$ cat src/rtl/jtvigil_palload.sv
// ---------------------------------------------------------------------------
// jtvigil_palload
//   Copies a run of packed RGB555 entries from a source memory into the
//   palette RAM. Each entry is written as three byte writes: R, G and B,
//   selected by address bits [9:8]. A CPU write to the palette RAM always
//   takes priority. When that happens the loader stalls in its current
//   write state.
//
//   Optional build macro: JTVIGIL_PALLOAD_FILL_EN
//     Enables fill mode. With fill=1 at start, a single latched colour is
//     written and the source is never read.
//
// Ports
//   rst, clk        async active-high reset, clock
//   start           load request (only honoured in IDLE)
//   bank            palette half, 0 = OBJ, 1 = SCR (latched)
//   first_idx       first colour index (latched)
//   count           number of entries, clamped to 256 (latched)
//   src_addr/src_cs source read address (entry offset) and request
//   src_ok/src_data source data valid and packed entry
//   cpu_we          CPU owns the palette RAM this cycle
//   fill/fill_data  fill mode request and colour
//   pal_addr/pal_dout/pal_we  palette RAM write port
//   busy            load in progress
//   done            one-cycle completion pulse
// ---------------------------------------------------------------------------
module jtvigil_palload (
  input  logic        rst,
  input  logic        clk,
  input  logic        start,
  input  logic        bank,
  input  logic [7:0]  first_idx,
  input  logic [8:0]  count,
  output logic [8:0]  src_addr,
  output logic        src_cs,
  input  logic        src_ok,
  input  logic [15:0] src_data,
  input  logic        cpu_we,
  input  logic        fill,
  input  logic [14:0] fill_data,
  output logic [10:0] pal_addr,
  output logic [7:0]  pal_dout,
  output logic        pal_we,
  output logic        busy,
  output logic        done
);

  typedef enum logic [2:0] {
    IDLE   = 3'd0,
    FETCH  = 3'd1,
    WR_R   = 3'd2,
    WR_G   = 3'd3,
    WR_B   = 3'd4,
    FINISH = 3'd5
  } state_t;

  state_t      st, st_nx;
  logic        bank_l;
  logic [7:0]  idx0_l;
  logic [8:0]  cnt_l;
  logic [8:0]  n;
  logic [14:0] data_l;
  logic        fill_l;

  logic        fill_req;
  logic [8:0]  cnt_clamp;
  logic        wr_st;
  logic [1:0]  comp;
  logic [7:0]  idx;
  logic [4:0]  comp_val;
  logic [8:0]  n_inc;

`ifdef JTVIGIL_PALLOAD_FILL_EN
  assign fill_req = fill;
`else
  // Fill inputs are kept on the port list but have no effect in this build.
  logic unused_fill;
  assign unused_fill = fill ^ (^fill_data);
  assign fill_req    = 1'b0;
`endif

  assign cnt_clamp = (count > 9'd256) ? 9'd256 : count;
  assign n_inc     = n + 9'd1;

  // Only the low byte of first_idx + n matters, so the index wraps
  // within the latched bank and never carries into comp/bank bits.
  assign idx = idx0_l + n[7:0];

  always_ff @(posedge clk or posedge rst) begin
    if (rst) begin
      st     <= IDLE;
      bank_l <= 1'b0;
      idx0_l <= 8'd0;
      cnt_l  <= 9'd0;
      n      <= 9'd0;
      data_l <= 15'd0;
      fill_l <= 1'b0;
    end else begin
      st <= st_nx;
      if (st == IDLE && start) begin
        bank_l <= bank;
        idx0_l <= first_idx;
        cnt_l  <= cnt_clamp;
        n      <= 9'd0;
        fill_l <= fill_req;
        if (fill_req) data_l <= fill_data;
      end
      if (st == FETCH && src_ok && n != cnt_l)
        data_l <= src_data[14:0];
      if (st == WR_B && !cpu_we)
        n <= n_inc;
    end
  end

  // A start always passes through FETCH except for non-empty fill loads.
  // FETCH with n == count can only happen for count == 0; it then goes
  // straight to FINISH without requesting the source.
  always_comb begin
    st_nx = st;
    unique case (st)
      IDLE:
        if (start) st_nx = (fill_req && cnt_clamp != 9'd0) ? WR_R : FETCH;
      FETCH:
        if (n == cnt_l)  st_nx = FINISH;
        else if (src_ok) st_nx = WR_R;
      WR_R:
        if (!cpu_we) st_nx = WR_G;
      WR_G:
        if (!cpu_we) st_nx = WR_B;
      WR_B:
        if (!cpu_we) begin
          if (n_inc == cnt_l) st_nx = FINISH;
          else                st_nx = fill_l ? WR_R : FETCH;
        end
      FINISH:
        st_nx = IDLE;
      default:
        st_nx = IDLE;
    endcase
  end

  always_comb begin
    wr_st    = 1'b0;
    comp     = 2'd0;
    comp_val = 5'd0;
    unique case (st)
      WR_R: begin wr_st = 1'b1; comp = 2'd0; comp_val = data_l[4:0];   end
      WR_G: begin wr_st = 1'b1; comp = 2'd1; comp_val = data_l[9:5];   end
      WR_B: begin wr_st = 1'b1; comp = 2'd2; comp_val = data_l[14:10]; end
      default: ;
    endcase
  end

  assign pal_we   = wr_st && !cpu_we;
  assign pal_addr = wr_st ? {bank_l, comp, idx} : 11'd0;
  assign pal_dout = wr_st ? {3'b000, comp_val} : 8'd0;
  assign src_cs   = (st == FETCH) && (n != cnt_l);
  assign src_addr = n;
  assign busy     = (st == FETCH) || wr_st;
  assign done     = (st == FINISH);

endmodule

$ cat config.mk
export PLATFORM = sky130hd
export DESIGN_NAME = jtvigil_palload
export DESIGN_NICKNAME = d
export VERILOG_FILES = /design/src/rtl/jtvigil_palload.sv
export SDC_FILE = /design/constraint.sdc
export NUM_CORES = 1
export LEC_CHECK = 0
export BUFFER_PORTS_ARGS = -buffer_cell sky130_fd_sc_hd__buf_2
export CAP_MARGIN = 30
export CORE_MARGIN = 2
export CORE_UTILIZATION = 55
export CTS_CLUSTER_DIAMETER = 150
export DETAILED_ROUTE_END_ITERATION = 7
export PLACE_DENSITY_LB_ADDON = 0.25
export SYNTH_ARGS = -nofsm -noshare
export SYNTH_HDL_FRONTEND = slang
export SYNTH_SLANG_ARGS = --single-unit
$ cat constraint.sdc
create_clock -name clk -period 4.9 [get_ports clk]
set_clock_uncertainty 0.2 [all_clocks]
set_input_delay 0.98 -clock clk [delete_from_list [all_inputs] [get_ports clk]]
set_output_delay 0.98 -clock clk [all_outputs]
set_load 0.01 [all_outputs]
## Yosys cells after proc, flatten, opt, wreduce, memory -nomap -nowiden

Cells that the tools add are included.
Widths: inputs -> output; s select.

| word-level totals | value |
|---|---|
| output and inout bits | 32 |
| input bits | 55 |
| memories kept | 0 |
| memory bits (writable) | 0 |
| flip-flop bits (word level) | 45 |
| bits in latches | 0 |
| bits in read-only memories | 0 |
| word-level logic and storage cells | 50 |

| operators by class | value |
|---|---|
| bitwise gates (word level) | 0 |
| $mul | 0 |
| $add $sub $neg | 2 |
| equality and inequality tests | 13 |
| shift operators | 0 |
| magnitude comparators | 1 |
| div/mod/pow operators | 0 |
| reduce and logical (&&, ||, !) cells | 12 |
| multiplexer cells | 16 |

Operator list:

| operator | count |
|---|---|
| $mux 9 | 3 |
| $mux 3 | 7 |
| $eq 9x9->1 | 2 |
| $pmux 3 s5 | 1 |
| $pmux 5 s3 | 1 |
| $mux 11 | 1 |
| $add 9x1->9 const B | 1 |
| $gt 9x9->1 const B | 1 |
| $ne 9x9->1 | 1 |
| $add 8x8->8 | 1 |
| $ne 2x2->1 const B | 4 |
| $eq 3x2->1 const B | 2 |
| $eq 3x3->1 const B | 2 |
| $logic_and 1x1->1 | 6 |
| $mux 5 | 1 |
| $reduce_and 5->1 | 1 |
| $pmux 2 s2 | 1 |
| $eq 3x1->1 const B | 1 |
| $logic_not 3->1 | 1 |
| $ne 3x2->1 const B | 1 |
| $reduce_or 3->1 | 1 |
| $reduce_bool 2->1 | 1 |
| $logic_not 1->1 | 1 |
| $logic_or 1x1->1 | 1 |
| $mux 1 | 1 |

## Depth between registers and ports, before layout

Gate-level depths: netlist of run 1.

| depth | value |
|---|---|
| depth after elaboration | 5 |
| mapped depth | 8 |
| mapped depth without buffers | 8 |

## Worst setup path after synthesis of run 1

Ideal clock, no wire load.

| timing | value |
|---|---|
| path type | register to output |
| start | reg n[0] (netlist: src_addr[0]) |
| end | out pal_addr[6] |
| data required time | 3.720 ns |
| stages on the path, launching flop included | 9 |
| buffers on the path | 0 |
| setup slack | 1.762 ns |
| arrival time | 1.958 ns |
| path through | dfrtp_1 -> ha_1 -> fa_1 -> a21o_1 -> a21oi_1 -> o21bai_1 -> a21oi_1 -> xor2_1 -> nor2_1 |

| on the way | value |
|---|---|
| longest elaborated chain between the ends | 2 |

Ends and longest elaborated chain:

| what | line | text |
|---|---|---|
| start: declaration | 61 | `logic [8:0] n;` |
| start signal: assignment | 111 | `n <= n_inc;` |
| $add 8x8->8 | 87 | `assign idx = idx0_l + n[7:0];` |
| $mux 11 | 155 | `assign pal_addr = wr_st ? {bank_l, comp, idx} : 11'd0;` |
| end: declaration | 41 | `output logic [10:0] pal_addr,` |

Every way passes these cells.

## Final worst setup path of run 1

Ends and elaborated chain as after synthesis.

==> results.sh, run 1 <==
export IMPL_synthCells=261
export IMPL_syn_area_um2=2780
export IMPL_worstSetupStartpointType="flop"
export IMPL_synthAdderAreaFrac_pct=4.32
export IMPL_wl_per_cell_um=14.4
export IMPL_layout_nets=388
export IMPL_synth_async_sr_flop_share_pct=100
export IMPL_holdPathStages=1
export IMPL_antenna_found_initial=0
export IMPL_avgSynthCellArea_um2=10.6
export IMPL_power_density_nw_per_um2=543
export IMPL_rows=25
export IMPL_insertion_delay_ns=0.30
export IMPL_tightest_slew_ns=0.915
export IMPL_die_h_um=75.1
export IMPL_cell_internal_pwr_mw=1.11
export IMPL_cp_arrival_ns=2.58
export IMPL_wirelength_mm=5.63
export IMPL_synth_top_area_share_pct=40.5
export IMPL_drv_slew=0
export IMPL_vias=2091
export IMPL_post_cts_repair_setup_buffers=0
export IMPL_finalSetupTns_ns=0
export IMPL_yosys_warnings=0
export IMPL_required_ns=3.72
export IMPL_grt_pass1_vias=1908
export IMPL_grt_max_degree=46
export IMPL_grt_overflow_total=0
export IMPL_cts_sinks=45
export IMPL_place_congestion=0.863
export IMPL_initial_core_util_pct=58.1
export IMPL_synth_edff_count=0
export IMPL_startpoint="src_addr[0]"
export IMPL_power_share_switching_pct=36.6
export IMPL_firstDrtPassIters=4
export IMPL_r2r_cells=6
export IMPL_finalHoldViolCount=0
export IMPL_dp_slack_ns=1.48
export IMPL_synth_compound_area_share_pct=10.0
export IMPL_netSwitchingPower_mw=0.643
export IMPL_drive_above_1_share_pct=36.0
export IMPL_regToRegStartpoint="src_addr[2]"
export IMPL_setup_slack_ns=1.14
export IMPL_htreeDepth=2
export IMPL_io_buffers=66
export IMPL_cts_root_buffer="clkbuf_8"
export IMPL_diodes=0
export IMPL_syn2layout_area_growth_pct=16.4
export IMPL_critPathMaxFanout=8
export IMPL_vias_per_cell=5.33
export IMPL_synth_top_family_by_area="simple AND/OR/NAND/NOR gates"
export IMPL_ys_seq_area_share_pct=40.5
export IMPL_yosys_top_cells_count="dfrtp_1, nand2_1, o21ai_0, mux2_2"
export IMPL_yosys_area_share_simple_pct=16.2
export IMPL_cts_buffers=5
export IMPL_grt_pass1_wl_mm=9.00
export IMPL_cts_hold_buffers=0
export IMPL_clockBufferDepth=2
export IMPL_synth_most_common_cell="dfrtp_1"
export IMPL_hpwlAfterDp_mm=4.24
export IMPL_synth_seq_cells=45
export IMPL_yosys_area_top_type="dfrtp_1"
export IMPL_cts_resized_gates=0
export IMPL_hold_class="flop to flop"
export IMPL_path_clk_slew_ns=0.09
export IMPL_cts_tree="done"
export IMPL_drcViolationCount=0
export IMPL_worstSetupEndpointType="output port"
export IMPL_seqPwrFrac_pct=37.4
export IMPL_final_util_pct=67.6
export IMPL_period_share_pct=76.7
export IMPL_rsz0062_at_grt="false"
export IMPL_grtUsageTotal_pct=21.2
export IMPL_drtIter0Drc=148
export IMPL_drt_antenna_violating_nets=0
export IMPL_synthXorXnorAreaFrac_pct=8.73
export IMPL_critPathKind="flop to output port"
export IMPL_power_frac_comb_pct=45.8
export IMPL_synthTopCellsByArea="dfrtp_1, mux2_2, mux2_4"
export IMPL_p_leak_nw=1.64
export IMPL_io_pins=87
export IMPL_max_freq_ghz=0.266
export IMPL_status="completed"
export IMPL_maxCapViolCount=0
export IMPL_relSlewSlack_pct=38.9
export IMPL_fin_crit_ns=3.76
export IMPL_die_area_um2=5640
export IMPL_synthMuxAreaShare_pct=15.7
export IMPL_p_clk_share_pct=16.8
export IMPL_synth_cell_types=54
export IMPL_hold_start="bank_l"
export IMPL_setup_viol=0
export IMPL_core_um2=4790
export IMPL_ys_flop_type="dfrtp_1"
export IMPL_ir_drop_uv=306
export IMPL_die_x_um=75.1
==> power by group through the flow <==
stage               Combinational [mW]  Clock [mW]  Sequential (mW)
floorplan                        0.659           0            0.611
global placement                 0.781           0            0.653
detailed placement               0.811           0            0.666
CTS                              0.815       0.298            0.658
global route                     0.888       0.316            0.679
finish                           0.805       0.296            0.657
==> cell usage in the layout, fill, tap and decap left out, types with 2 or more instances in the layout <==
cell / Yosys / routed
a21o_1: 3 / 3
a21oi_1: 4 / 4
a22o_1: 2 / 2
and2_1: 2 / 2
buf_2: 2 / 66
buf_4: 3 / 2
clkbuf_8: 0 / 6
conb_1: 1 / 3
dfrtp_1: 45 / 45
ha_1: 8 / 8
inv_1: 6 / 5
mux2_2: 16 / 16
mux2_4: 11 / 11
mux2i_1: 9 / 9
nand2_1: 25 / 25
nand2b_1: 9 / 9
nand3_1: 4 / 4
nand3b_1: 2 / 2
nand4_1: 4 / 4
nor2_1: 13 / 13
nor2b_1: 5 / 5
nor3_1: 3 / 3
nor3b_1: 2 / 2
o211ai_1: 2 / 2
o21ai_0: 21 / 21
o21bai_1: 3 / 3
xnor2_1: 11 / 11
xor2_1: 13 / 13
xor2_2: 2 / 2
==> critical path, stage by stage (launching register included) <==
cell and delay [ns]:
dfrtp_1 0.50, ha_1 0.29, fa_1 0.42, a21o_1 0.19, a21oi_1 0.24, o21bai_1 0.10, a21oi_1 0.17, xor2_1 0.15
nor2_1 0.05, buf_2 0.16
==> registers in the layout (all words and copies together) (netlist names) <==
| signal | count |
|---|---|
| st | 3 |
| idx0_l | 8 |
| data_l | 15 |
| src_addr | 9 |
| bank_l | 1 |
| cnt_l | 9 |
==> layout make-up <==
class	instances	area [um^2]
fillers	404	1550
repair buffers	68	345
well taps	67	83.8
multi-input cells	198	1540
clock inverters	2	37.5
clock buffers	6	82.6
flip-flops and latches	45	1130
inverters	6	22.5
==> cells by family (layout without fill, tap and decap cells) <==
family / Yosys count / count (layout)
and+or+nand+nor: 80 / 80
DFF: 45 / 45
AOI/OAI and AO/OA: 44 / 44
muxes: 36 / 36
xor gates and xnor gates: 26 / 26
buffers and inverters: 20 / 82
adders and majority gates: 9 / 9
other: 1 / 3
==> worst paths after layout <==
| check | to | slack, ns |
|---|---|---|
| setup / recovery | pal_addr[6] | 1.14 |
| hold / removal | bank_l | 0.31 |
| setup reg to reg | data_l[12] | 2.49 |
| hold reg to reg | bank_l | 0.31 |
| max in group asynchronous | cnt_l[4] | 3.26 |
| min in group asynchronous | cnt_l[6] | 0.67 |
==> metal layers <==
metal	vias to the layer above	track usage, %	routed length [um]
met1	996	28.9	2540
met4	0	8.73	99
met3	10	3.88	239
met2	57	33.5	2750
met5	-	0	0
li1	1028	-	-
==> through the flow <==
step / hold WS, ns / std cells / instance area [um^2] / total power, mW
2_1_floorplan: 0.269 / 263 / 2790 / 1.27
3_3_place_gp: 0.283 / 384 / 3120 / 1.43
3_5_place_dp: 0.293 / 384 / 3120 / 1.48
4_1_cts: 0.312 / 392 / 3240 / 1.77
5_1_grt: 0.328 / 392 / 3240 / 1.88
6_report: 0.308 / 392 / 3240 / 1.76
No activity file was read; power rests on OpenSTA's default activity.
==> run 2, diff against run 1 <==
CORE_UTILIZATION = 51   (was 55)
clock period = 3.8 ns   (was 4.9 ns; I/O delays follow)
==> run 2 against run 1 <==
Power grew 31%. Die area increased by 7.4%. Setup slack got worse by 0.83 ns. Sequential power rose by 29%. Sequential cell count unchanged. Hold slack worse by 0.0014 ns. Via count fell by 2.8%. Combinational power increased by 28%. Largest cell class unchanged. Largest power group unchanged.
==> results.sh, run 2 (synthesis results as in run 1) <==
export IMPL_cts_tree="done"
export IMPL_core_um2=5170
export IMPL_syn2layout_area_growth_pct=17.1
export IMPL_hold_class="flop to flop"
export IMPL_critPathKind="flop to output port"
export IMPL_wl_per_cell_um=14.0
export IMPL_io_pins=87
export IMPL_finalHoldViolCount=0
export IMPL_maxCapViolCount=0
export IMPL_required_ns=2.84
export IMPL_wirelength_mm=5.55
export IMPL_ir_drop_uv=276
export IMPL_regArea_um2=1130
export IMPL_grt_overflow_total=0
export IMPL_critical_path_top_delay_family="adder cells"
export IMPL_fin_crit_ns=3.48
export IMPL_max_freq_ghz=0.287
export IMPL_crit_end="pal_addr[6]"
export IMPL_most_common_layout_cells="buf_2, dfrtp_1, nand2_1"
export IMPL_p_total_mw=2.30
export IMPL_cp_cell_sequence="ha_1 > fa_1 > a21o_1 > a21oi_1 > o21bai_1 > a21oi_1 > xor2_1 > nor2_1 > buf_2"
export IMPL_layout_nets=388
export IMPL_slowest_stage="dfrtp_1"
export IMPL_p_leak_nw=1.65
export IMPL_regMostFlops="data_l"
export IMPL_regToRegStartpoint="src_addr[1]"
export IMPL_drcViolationCount=0
export IMPL_drv_slew=0
export IMPL_place_congestion=0.841
export IMPL_grt_pass1_vias=2051
export IMPL_worstSetupEndpointType="output port"
export IMPL_status="completed"
export IMPL_cts_resized_gates=0
export IMPL_critPathMaxFanout=8
export IMPL_die_area_um2=6060
export IMPL_path_clk_slew_ns=0.08
export IMPL_post_cts_repair_setup_buffers=0
export IMPL_worstSetupStartpointType="flop"
export IMPL_cts_hold_buffers=0
export IMPL_setup_viol=0
export IMPL_rows=26
export IMPL_grtUsageTotal_pct=20.1
export IMPL_slowest_delay_ns=0.51
export IMPL_cts_sinks=45
export IMPL_placed_cells=387
export IMPL_insertion_delay_ns=0.30
export IMPL_stdcell_count=395
export IMPL_rsz0062_at_grt="false"
export IMPL_drtIter0Drc=89
export IMPL_firstDrtPassIters=4
export IMPL_grt_pass1_wl_mm=9.78
export IMPL_diodes=0
export IMPL_drive_above_1_share_pct=36.0
export IMPL_fill_cells=449
export IMPL_cts_buffers=5
export IMPL_io_buffers=66
export IMPL_rrSetupSlack_ns=1.37
export IMPL_drt_antenna_violating_nets=0
export IMPL_hpwlAfterDp_mm=4.12
export IMPL_cp_depth=9
export IMPL_multiInputGateArea_um2=1540
export IMPL_layout_commonest_cell="buf_2"
export IMPL_die_h_um=77.8
export IMPL_initial_core_util_pct=53.7
export IMPL_vias=2033
export IMPL_antenna_found_initial=0
export IMPL_vias_per_cell=5.15
export IMPL_htreeDepth=2
export IMPL_cts_root_buffer="clkbuf_8"
export IMPL_crit_top_cell="a21oi_1"
export IMPL_r2r_cells=6
export IMPL_crit_buf_inv=1
export IMPL_die_x_um=77.8
export IMPL_hold_start="bank_l"
export IMPL_clockBufferDepth=2
export IMPL_final_util_pct=62.9
export IMPL_grt_max_degree=46
export IMPL_relSlewSlack_pct=38.6
export IMPL_tightest_slew_ns=0.920
export IMPL_power_density_nw_per_um2=708
export IMPL_period_share_pct=91.6
export IMPL_finalSetupTns_ns=0
export IMPL_startpoint="src_addr[0]"
export IMPL_largest_reg_flops=15
export IMPL_r2r_end="data_l[11]"
export IMPL_cp_arrival_ns=2.52
run 2: changes by cell type in the layout (fill, tap and decap cells not counted):
cell and delta:
clkinv_2 +1, clkbuf_8 -1, clkinvlp_4 -1, bufinv_16 +1
run 2: layout make-up:
class	instances	area share [%]
inverters	6	0.692
clock inverters	3	2.00
clock buffers	5	2.12
multi-input cells	198	47.3
repair buffers	68	10.6
flip-flops and latches	45	34.6
well taps	70	2.69
run 2: routing by layer:
| layer | global-route usage (%) | share of wire [%] | up-vias |
|---|---|---|---|
| li1 | - | - | 1029 |
| met1 | 27.3 | 46 | 947 |
| met2 | 31.7 | 48 | 49 |
| met3 | 3.49 | 4.1 | 8 |
| met4 | 8.39 | 1.7 | 0 |
| met5 | 0 | 0 | - |
run 2: worst min-delay path by stage:
stage	to	depth (start not counted)
2_1_floorplan	cnt_l[0]	2
3_3_place_gp	bank_l	1
3_5_place_dp	bank_l	1
4_1_cts	bank_l	1
5_1_grt	bank_l	1
6_report	bank_l	1
run 2: where the power goes:
part           internal, mW  switching, mW  total [mW]
Sequential            0.671          0.174       0.845
Combinational         0.551          0.484        1.03
Clock                 0.261          0.163       0.425
Total                  1.48          0.822        2.30
run 2: worst reg2reg max path, cell delays in order (launching register included):
cell     delay [ns]
dfrtp_1        0.53
xor2_1         0.22
nor4_2         0.31
nand4_2        0.21
nor3b_4        0.23
nand2_4        0.25
mux2_2         0.38
run 2: stage by stage:
stage	instance area, um^2	setup WS [ns]	hold WS (ns)
finish	3250	0.319	0.307
CTS	3250	0.297	0.310
floorplan	2790	0.882	0.269
global route	3250	0.192	0.322
detailed placement	3120	0.637	0.290
global placement	3120	0.656	0.281
==> run 3, diff against run 2 <==
CORE_UTILIZATION = 53   (was 51)
CTS_BUF_LIST = sky130_fd_sc_hd__clkbuf_8   (was default)
RECOVER_POWER = 100   (was default)
==> run 3 against run 2 <==
The run now ends with capacitance limit, slew limit left. Count of clock-buffer cells in the layout stayed put. Fmax is 0.25% lower. Sequential share of layout area is 1.5 points higher. Cell area is 4.1% lower. Die area is 3.6% lower. Sequential power is 0.5% lower. Setup slack worse by 0.0087 ns. Final cell count stayed put. First-iteration DRC count is 9.0% higher. Critical path depth stayed put. Sequential cell count stayed put. Hold slack worse by 0.013 ns. Critical endpoint unchanged.
==> results.sh, run 3 (synthesis results as in run 1) <==
export IMPL_status="complete, but fails checks"
export IMPL_violations="capacitance limit, slew limit"
export IMPL_hpwlAfterDp_mm=4.09
export IMPL_hold_class="flop to flop"
export IMPL_grt_pass1_wl_mm=9.45
export IMPL_met1_usage_pct=26.8
export IMPL_htreeDepth=2
export IMPL_tightest_slew_ns=1.66
export IMPL_slowest_stage="dfrtp_1"
export IMPL_drv_slew=46
export IMPL_grt_overflow_total=0
export IMPL_regMostFlops="data_l"
export IMPL_cts_resized_gates=0
export IMPL_crit_top_cell="a21oi_1"
export IMPL_antenna_found_initial=0
export IMPL_die_x_um=76.4
export IMPL_seqPwrFrac_pct=39.5
export IMPL_power_frac_comb_pct=43.3
export IMPL_grtUsageTotal_pct=20.0
export IMPL_cts_buffers=5
export IMPL_critPathKind="flop to output port"
export IMPL_die_h_um=76.4
export IMPL_grt_pass1_vias=2039
export IMPL_cell_internal_pwr_mw=1.32
export IMPL_finalHoldViolCount=0
export IMPL_rows=26
export IMPL_wl_per_cell_um=14.1
export IMPL_place_congestion=0.792
export IMPL_drive_above_1_share_pct=22.2
export IMPL_layout_nets=388
export IMPL_worstSetupStartpointType="flop"
export IMPL_drcViolationCount=0
export IMPL_io_buffers=66
export IMPL_diodes=0
export IMPL_syn2layout_area_growth_pct=12.2
export IMPL_p_clk_share_pct=17.2
export IMPL_cts_sinks=45
export IMPL_layout_commonest_cell="dfrtp_1"
export IMPL_dp_slack_ns=0.628
export IMPL_path_clk_slew_ns=0.09
export IMPL_clockBufferDepth=2
export IMPL_wirelength_mm=5.58
export IMPL_largest_reg_flops=15
export IMPL_use_met3_pct=4.15
export IMPL_drt_antenna_violating_nets=0
export IMPL_setup_slack_ns=0.310
export IMPL_netSwitchingPower_mw=0.810
export IMPL_power_density_nw_per_um2=682
export IMPL_rsz0062_at_grt="false"
export IMPL_grt_use_met2_pct=33.1
export IMPL_ir_drop_uv=354
export IMPL_most_common_layout_cells="dfrtp_1, buf_2, clkbuf_1"
export IMPL_core_um2=5070
export IMPL_cts_root_buffer="clkbuf_8"
export IMPL_relSlewSlack_pct=-11.1
export IMPL_initial_core_util_pct=54.8
export IMPL_maxCapViolCount=1
export IMPL_drtIter0Drc=97
export IMPL_max_freq_ghz=0.287
export IMPL_cp_cell_sequence="ha_1 > fa_1 > a21o_1 > a21oi_1 > o21bai_1 > a21oi_1 > xor2_1 > nor2_1 > clkbuf_1"
export IMPL_period_share_pct=91.8
export IMPL_vias=2056
export IMPL_vias_per_cell=5.21
export IMPL_required_ns=2.84
export IMPL_cp_arrival_ns=2.53
export IMPL_top_usage_layer="met2"
export IMPL_fin_crit_ns=3.49
export IMPL_p_leak_nw=1.45
export IMPL_insertion_delay_ns=0.30
export IMPL_cts_hold_buffers=0
export IMPL_post_cts_repair_setup_buffers=0
export IMPL_grt_max_degree=46
export IMPL_cts_tree="done"
export IMPL_slowest_delay_ns=0.50
export IMPL_io_pins=87
export IMPL_power_share_switching_pct=38.1
export IMPL_setup_viol=0
export IMPL_die_area_um2=5840
export IMPL_worstSetupEndpointType="output port"
export IMPL_finalSetupTns_ns=0
export IMPL_critPathMaxFanout=8
export IMPL_firstDrtPassIters=4
run 3: changes by cell type in the layout (fill, tap and decap cells not counted), sizes merged:
| cell | change |
|---|---|
| clkbuf | +30 |
| clkinvlp | +1 |
| buf | -30 |
| bufinv | -1 |
run 3: layer usage:
metal	wire, um	vias to the layer above
li1	-	1029
met1	2570	959
met2	2670	57
met3	249	11
met4	95	0
met5	0	-
run 3: stage by stage:
stage / hold slack (ns) / cells / power (mW) / area [um^2] / util [%]
3_5_place_dp: 0.293 / 387 / 1.90 / 3120 / 61.5
3_3_place_gp: 0.281 / 387 / 1.86 / 3120 / 61.5
2_1_floorplan: 0.269 / 263 / 1.64 / 2790 / -
6_report: 0.294 / 395 / 2.13 / 3120 / 61.5
4_1_cts: 0.314 / 395 / 2.27 / 3230 / 63.7
5_1_grt: 0.314 / 395 / 2.30 / 3120 / 61.5
run 3: final cells by class:
cell class                 instances  area (um^2)
tap                               70         87.6
clock inverter                     3         46.3
clock buffer                       5         68.8
sequential                        45         1130
multi-input combinational        198         1470
inverter                           6         22.5
timing repair buffer              68          303
fill                             479         1960
run 3: power by group through the flow:
stage | registers (mW) | logic, mW | clock network (mW)
after CTS | 0.846 | 1.05 | 0.374
after global routing | 0.872 | 1.03 | 0.399
after detailed placement | 0.856 | 1.04 | 0
final | 0.841 | 0.921 | 0.365
after floorplan | 0.788 | 0.850 | 0
after global placement | 0.844 | 1.01 | 0
run 3: critical path: cells and delay by family (launching register included):
| family | cells | cell delay [ns] |
|---|---|---|
| fa+ha+maj | 2 | 0.68 |
| buf+inv | 1 | 0.15 |
| flops | 1 | 0.50 |
| xor+xnor | 1 | 0.16 |
| simple gates | 1 | 0.05 |
| compound gates | 4 | 0.68 |
run 3: final timing paths:
kind	cells after the start	slack, ns	startpoint	end
min	1	0.29	data_l[4]	data_l[4]
min in group asynchronous	2	0.76	rst	data_l[3]
min reg2reg	1	0.29	data_l[4]	data_l[4]
max reg2reg	6	1.00	src_addr[2]	data_l[9]
max	9	0.31	src_addr[0]	pal_addr[6]
max in group asynchronous	2	1.66	rst	data_l[11]
